[config.mk]
export PLATFORM = sky130hd
export DESIGN_NAME = atm_txn_controller
export DESIGN_NICKNAME = d
export VERILOG_FILES = /design/src/rtl/atm_txn_controller.sv
export SDC_FILE = /design/constraint.sdc
export NUM_CORES = 1
export LEC_CHECK = 0
export ABC_CLOCK_PERIOD_IN_PS = 4350
export BUFFER_PORTS_ARGS = -buffer_cell sky130_fd_sc_hd__buf_2
export CORE_MARGIN = 2
export CORE_UTILIZATION = 54
export DETAILED_ROUTE_END_ITERATION = 6
export GPL_ROUTABILITY_DRIVEN = 0
export PLACE_DENSITY = 0.85
export SETUP_SLACK_MARGIN = 0.1
export SLEW_MARGIN = 20
export SYNTH_ARGS = -nofsm -noshare
export SYNTH_HDL_FRONTEND = slang
export SYNTH_SLANG_ARGS = --single-unit
export TNS_END_PERCENT = 50
[constraint.sdc]
create_clock -name clk -period 4.35 [get_ports clk]
set_input_delay 0.435 -clock clk [delete_from_list [all_inputs] [get_ports clk]]
set_output_delay 0.435 -clock clk [all_outputs]
set_load 0.1 [all_outputs]
[src/rtl/atm_txn_controller.sv]
// atm_txn_controller
//   Card/PIN/amount transaction sequencer for a cash dispenser.
//   The state, try counter, idle timer, latched amount and error flags are
//   all flops. Every output is decoded from those flops (Moore).
//
// Ports
//   clk, rst_n       clock, asynchronous active-low reset
//   card_inserted    level, high while a card is present
//   pin_valid        strobe, PIN entry complete; pin_correct qualifies it
//   amt_valid        strobe, amount request present; amount qualifies it
//   balance          account balance, compared in CHECK_BAL
//   unlock           operator strobe releasing LOCKED
//   dispense_cash    high for the single DISPENSE cycle
//   dispense_amt     latched amount while dispensing, 0 otherwise
//   card_retained    high while LOCKED
//   err_valid        one-cycle error pulse; err_code 01 PIN, 10 timeout, 11 funds
//   state_o          current state encoding
module atm_txn_controller #(
    parameter int unsigned AMT_W       = 16,
    parameter int unsigned MAX_TRIES   = 3,
    parameter int unsigned TIMEOUT_CYC = 16
) (
    input  logic             clk,
    input  logic             rst_n,
    input  logic             card_inserted,
    input  logic             pin_valid,
    input  logic             pin_correct,
    input  logic             amt_valid,
    input  logic [AMT_W-1:0] amount,
    input  logic [AMT_W-1:0] balance,
    input  logic             unlock,
    output logic             dispense_cash,
    output logic [AMT_W-1:0] dispense_amt,
    output logic             card_retained,
    output logic             err_valid,
    output logic [1:0]       err_code,
    output logic [2:0]       state_o
);

    localparam int unsigned TRY_W = $clog2(MAX_TRIES + 1);
    localparam int unsigned TMR_W = $clog2(TIMEOUT_CYC);

    localparam logic [TRY_W-1:0] TRY_LIMIT = TRY_W'(MAX_TRIES);
    localparam logic [TMR_W-1:0] TMR_LAST  = TMR_W'(TIMEOUT_CYC - 1);

    localparam logic [1:0] ERR_PIN     = 2'b01;
    localparam logic [1:0] ERR_TIMEOUT = 2'b10;
    localparam logic [1:0] ERR_FUNDS   = 2'b11;

    typedef enum logic [2:0] {
        IDLE      = 3'd0,
        WAIT_PIN  = 3'd1,
        WAIT_AMT  = 3'd2,
        CHECK_BAL = 3'd3,
        DISPENSE  = 3'd4,
        LOCKED    = 3'd5
    } state_t;

    state_t             state_q, state_d;
    logic [TRY_W-1:0]   try_q, try_d, try_inc;
    logic [TMR_W-1:0]   timer_q, timer_d;
    logic [AMT_W-1:0]   amt_q, amt_d;
    logic               err_valid_q, err_valid_d;
    logic [1:0]         err_code_q, err_code_d;

    always_comb begin
        state_d     = state_q;
        try_d       = try_q;
        timer_d     = timer_q;
        amt_d       = amt_q;
        err_valid_d = 1'b0;
        err_code_d  = 2'b00;
        try_inc     = try_q + 1'b1;

        unique case (state_q)
            IDLE: begin
                if (card_inserted) begin
                    state_d = WAIT_PIN;
                    try_d   = '0;
                end
            end
            // Priority in both wait states: card removal, then strobe, then timeout.
            WAIT_PIN: begin
                if (!card_inserted) begin
                    state_d = IDLE;
                end else if (pin_valid) begin
                    timer_d = '0;
                    if (pin_correct) begin
                        state_d = WAIT_AMT;
                    end else begin
                        try_d       = try_inc;
                        err_valid_d = 1'b1;
                        err_code_d  = ERR_PIN;
                        if (try_inc == TRY_LIMIT) begin
                            state_d = LOCKED;
                        end
                    end
                end else if (timer_q == TMR_LAST) begin
                    state_d     = IDLE;
                    err_valid_d = 1'b1;
                    err_code_d  = ERR_TIMEOUT;
                end else begin
                    timer_d = timer_q + 1'b1;
                end
            end
            WAIT_AMT: begin
                if (!card_inserted) begin
                    state_d = IDLE;
                end else if (amt_valid) begin
                    amt_d   = amount;
                    state_d = CHECK_BAL;
                end else if (timer_q == TMR_LAST) begin
                    state_d     = IDLE;
                    err_valid_d = 1'b1;
                    err_code_d  = ERR_TIMEOUT;
                end else begin
                    timer_d = timer_q + 1'b1;
                end
            end
            CHECK_BAL: begin
                if (!card_inserted) begin
                    state_d = IDLE;
                end else if ((amt_q != '0) && (amt_q <= balance)) begin
                    state_d = DISPENSE;
                end else begin
                    state_d     = IDLE;
                    err_valid_d = 1'b1;
                    err_code_d  = ERR_FUNDS;
                end
            end
            DISPENSE: begin
                state_d = IDLE;
            end
            LOCKED: begin
                if (unlock) begin
                    state_d = IDLE;
                end
            end
            default: begin
                state_d = IDLE;
            end
        endcase

        // Any state change restarts the idle timer.
        if (state_d != state_q) begin
            timer_d = '0;
        end
    end

    always_ff @(posedge clk or negedge rst_n) begin
        if (!rst_n) begin
            state_q     <= IDLE;
            try_q       <= '0;
            timer_q     <= '0;
            amt_q       <= '0;
            err_valid_q <= 1'b0;
            err_code_q  <= 2'b00;
        end else begin
            state_q     <= state_d;
            try_q       <= try_d;
            timer_q     <= timer_d;
            amt_q       <= amt_d;
            err_valid_q <= err_valid_d;
            err_code_q  <= err_code_d;
        end
    end

    assign dispense_cash = (state_q == DISPENSE);
    assign dispense_amt  = (state_q == DISPENSE) ? amt_q : '0;
    assign card_retained = (state_q == LOCKED);
    assign err_valid     = err_valid_q;
    assign err_code      = err_code_q;
    assign state_o       = state_q;

endmodule

# After elaboration in Yosys (flattened, before gate mapping)
# Cells that the tools add are included.
# word_totals
ramBits	0
elab_cells	75
output_inout_bits	24
mem_bits_ro	0
latchBits	0
n_memories	0
input_bits	39
ff_bits	28
# classes
order_cmp	1
bitwise_logic	0
n_mux	43
mul	0
n_eq_ne	15
shift	0
div	0
n_addsub	2
n_reduce_logical	8
# op_table
op	n
$mux 3	11
$mux 4	6
$mux 2	11
$le 16x16->1	1
$mux 16	1
$reduce_bool 16->1	1
$pmux 3 s5	1
$mux 1	9
$ne 3x3->1 const B	3
$ne 2x2->1 const B	4
$pmux 4 s2	1
$eq 3x2->1 const B	2
$eq 3x3->1 const B	2
$pmux 2 s3	1
$reduce_and 5->1	1
$add 4x1->4 const B	1
$eq 4x4->1 const B	1
$pmux 2 s2	1
$reduce_and 4->1	1
$eq 3x1->1 const B	1
$logic_not 3->1	1
$ne 3x3->1	1
$pmux 1 s3	1
$reduce_and 3->1	1
5 further kinds	5

# Logic depth before layout (Yosys ltp)
# depth
ltp_word	10
ltp_mapped	7
depth_no_buf	7

# Worst setup path after synthesis
# OpenSTA, ideal clock, no wires.
# synth_timing
path_kind	flip-flop to output port
start	reg state_q[1], in the netlist state_o[1]
end	out dispense_amt[0]
path_stages_with_launch	4
slack_ns	-0.219
path_buffers	2
arrival_time_ns	4.134
path_cell_list	dfrtp_1 -> buf_6 -> clkbuf_1 -> nor4_1
# synth_via
elab_chain_len	2
# synth_lines
element	line_no	rtl
from (decl)	59	state_t state_q, state_d;
from (signal assigned)	159	state_q <= state_d;
$eq 3x3->1	169	assign dispense_amt = (state_q == DISPENSE) ? amt_q : '0;
$mux 16	169	
to (decl)	33	output logic [AMT_W-1:0] dispense_amt,
# No other way between the ends.

# Worst setup path in the final report
# layout_timing
start	reg state_q[0], in the netlist state_o[0]
end	out dispense_amt[1]
# Same word-level chain as after synthesis.

==> results.json <==
{
  "cts_tree": "built",
  "r2r-start": "state_o[2]$_DFF_PN0_",
  "insertion_delay_ps": 330,
  "dieWidth_um": 62.8,
  "rsz0062_at_grt": "no",
  "start_kind": "register",
  "period_minus_slack_ps": 2740,
  "final_cell_mix": "buf_2, dfrtp_1, inv_1",
  "max-vdd-ir-drop_v": 0.000166,
  "drive_above_1_share_pct": 33.3,
  "rrSetupSlack_ps": 2060,
  "drt-vias-per-instance": 5.48,
  "critPathRequiredTime_ps": 3910,
  "utilization_pct": 67.2,
  "dpl.hpwl_mm": 3.24,
  "synth_warnings": 0,
  "outcome": "complete, no violations",
  "finalNetCount": 310,
  "diodes": 0,
  "power_density_nw_per_um2": 317,
  "postCtsSetupBuffers": 0,
  "holdWs_ps": 90.8,
  "mostFrequentLayoutCell": "buf_2",
  "worstRegToRegCells": 3,
  "critPathArrivalTime_ps": 2300,
  "synth-async-reset-ratio_pct": 100,
  "hp-class": "input port to asynchronous set/reset pin",
  "synth-seq-cells": 28,
  "grt_max_degree": 29,
  "htreeDepth": 1,
  "synth_top_cell_area_share_pct": 37.5,
  "critical_path.endpoint_type": "output port",
  "syn2layout_area_growth_pct": 20.0,
  "netlist_area_um2": 1870,
  "worst_slack_ps": 1610,
  "ant_nets": 0,
  "yosysSeqAreaShare_pct": 37.5,
  "synth_edf_count": 0,
  "ios": 63,
  "wirelength_mm": 4.05,
  "syn_nets": 250,
  "num_rows": 21,
  "hold_buffers": 0,
  "netlist-cell-type-count": 38,
  "drv_cap": 0,
  "path_clk_slew_ps": 150,
  "die_h_um": 62.8,
  "cpPeakStageDelay_ps": 700,
  "syn_inst": 193,
  "synth_top_area_cell": "dfrtp_1",
  "setup_violations": 0,
  "vias": 1632,
  "finalHoldViolations": 0,
  "finalPower_uw": 711,
  "slew_viol_final": 0,
  "cts_sinks": 28,
  "post-place-ws_ps": 1600,
  "synth.area.top_cells": "dfrtp_1, ha_1, mux2_2",
  "max_freq_mhz": 366,
  "start_util_pct": 56.0,
  "root_buffer": "clkbuf_4",
  "fin_crit_sh_pct": 62.9,
  "portBuffers": 62,
  "remaining_drc_errors": 0,
  "grt_pass1_wl_mm": 6.93,
  "p_leak_uw": 0.00123,
  "grt_overflow": 0,
  "wl_per_cell_um": 13.6,
  "tns_ps": 0,
  "post_cts_resized": 0,
  "drtIter0Drc": 69,
  "grt_usage_pct": 21.9,
  "antenna_found_initial": 0,
  "crit_chain": "nor3_2, and2_1, buf_2",
  "tightest_slew_ps": 907,
  "cp_max_fo": 16,
  "coreArea_um2": 3340,
  "grt_pass1_vias": 1545,
  "avgSynthCellArea_um2": 9.68,
  "drtPass1Iterations": 4,
  "path_class": "register to output port",
  "final.setup_skew_ps": 11.1,
  "cts-buffers-inserted": 3,
  "synth_ff_type": "dfrtp_1",
  "slew_headroom_pct": 39.3,
  "dieArea_um2": 3950,
  "cts.path.max_buffers": 2,
  "cpMaxStageDelayCell": "nor3_2",
  "regToRegEndpoint": "amt_q[8]$_DFFE_PN0P_"
}
==> state kept, by name, indices dropped and copies added, names as in the netlist <==
name,count
amt_q,16
timer_q,4
state_o,3
err_code,2
try_q,2
err_valid,1
==> metrics by stage <==
step	area, um2	instances
floorplan	1870	193
global placement	2200	294
detailed placement	2200	294
CTS	2240	298
global route	2240	298
finish	2240	298
==> cell type report <==
cell class,instances,area [um2]
Timing Repair Buffer,62,310
Clock buffer,4,36.3
Multi-Input combinational cell,138,1060
Tap cell,46,57.6
Sequential cell,28,701
Fill cell,283,1090
Inverter,20,75.1
==> report_power, final <==
part / switching (uW) / leakage, uW / internal [uW] / total (uW)
Clock: 73.8 / 0.0000210 / 51.3 / 125
Combinational: 128 / 0.000836 / 104 / 232
Sequential: 50.3 / 0.000374 / 304 / 354
==> synthesized netlist by cell type, types with 2 or more instances <==
library cell	count
a21oi_1	13
nand2_1	6
dfrtp_1	28
nor2_1	9
and2_1	16
buf_6	2
nor2b_1	5
inv_1	20
mux2_2	14
a41o_1	2
mux2i_1	2
nor3_1	7
ha_1	18
clkbuf_1	5
nand3_1	5
a21o_1	3
mux2_1	2
nand2b_1	2
o21a_1	2
nor4_1	7
o211ai_1	2
nand4_1	7
==> worst max path at each step <==
stage,start,to,slack [ps]
finish,state_o[0]$_DFF_PN0_,dispense_amt[1],1610
global route,state_o[0]$_DFF_PN0_,dispense_amt[7],1450
CTS,state_o[0]$_DFF_PN0_,dispense_amt[1],1220
detailed placement,state_o[0]$_DFF_PN0_,dispense_amt[1],1600
global placement,state_o[0]$_DFF_PN0_,dispense_amt[1],1720
floorplan,state_o[2]$_DFF_PN0_,dispense_amt[10],410
==> kinds of logic (layout without fill, tap and decap cells) <==
family | after synthesis | after routing | synth area share, %
simple gates | 67 | 67 | 20.4
xor+xnor | 1 | 1 | 0.469
mux | 18 | 18 | 10.7
fa+ha+maj | 18 | 18 | 12.1
compound gates | 34 | 34 | 12.7
flops | 28 | 28 | 37.5
buf+inv | 27 | 86 | 6.23
==> metal layers <==
layer | vias to the layer above | share of wire [%] | global-route usage [%]
met1 | 743 | 44 | 28.5
met4 | 0 | 2.4 | 8.06
met3 | 11 | 5.2 | 2.88
met5 | - | 0 | 0
met2 | 60 | 48 | 37.2
li1 | 818 | - | -
==> worst max-delay path, delay by kind of cell, from the launching register on <==
kind | cells | cell delay (ps)
DFF | 1 | 610
and+or+nand+nor | 2 | 930
buffers and inverters | 1 | 430
No activity file was read; power rests on OpenSTA's default activity.
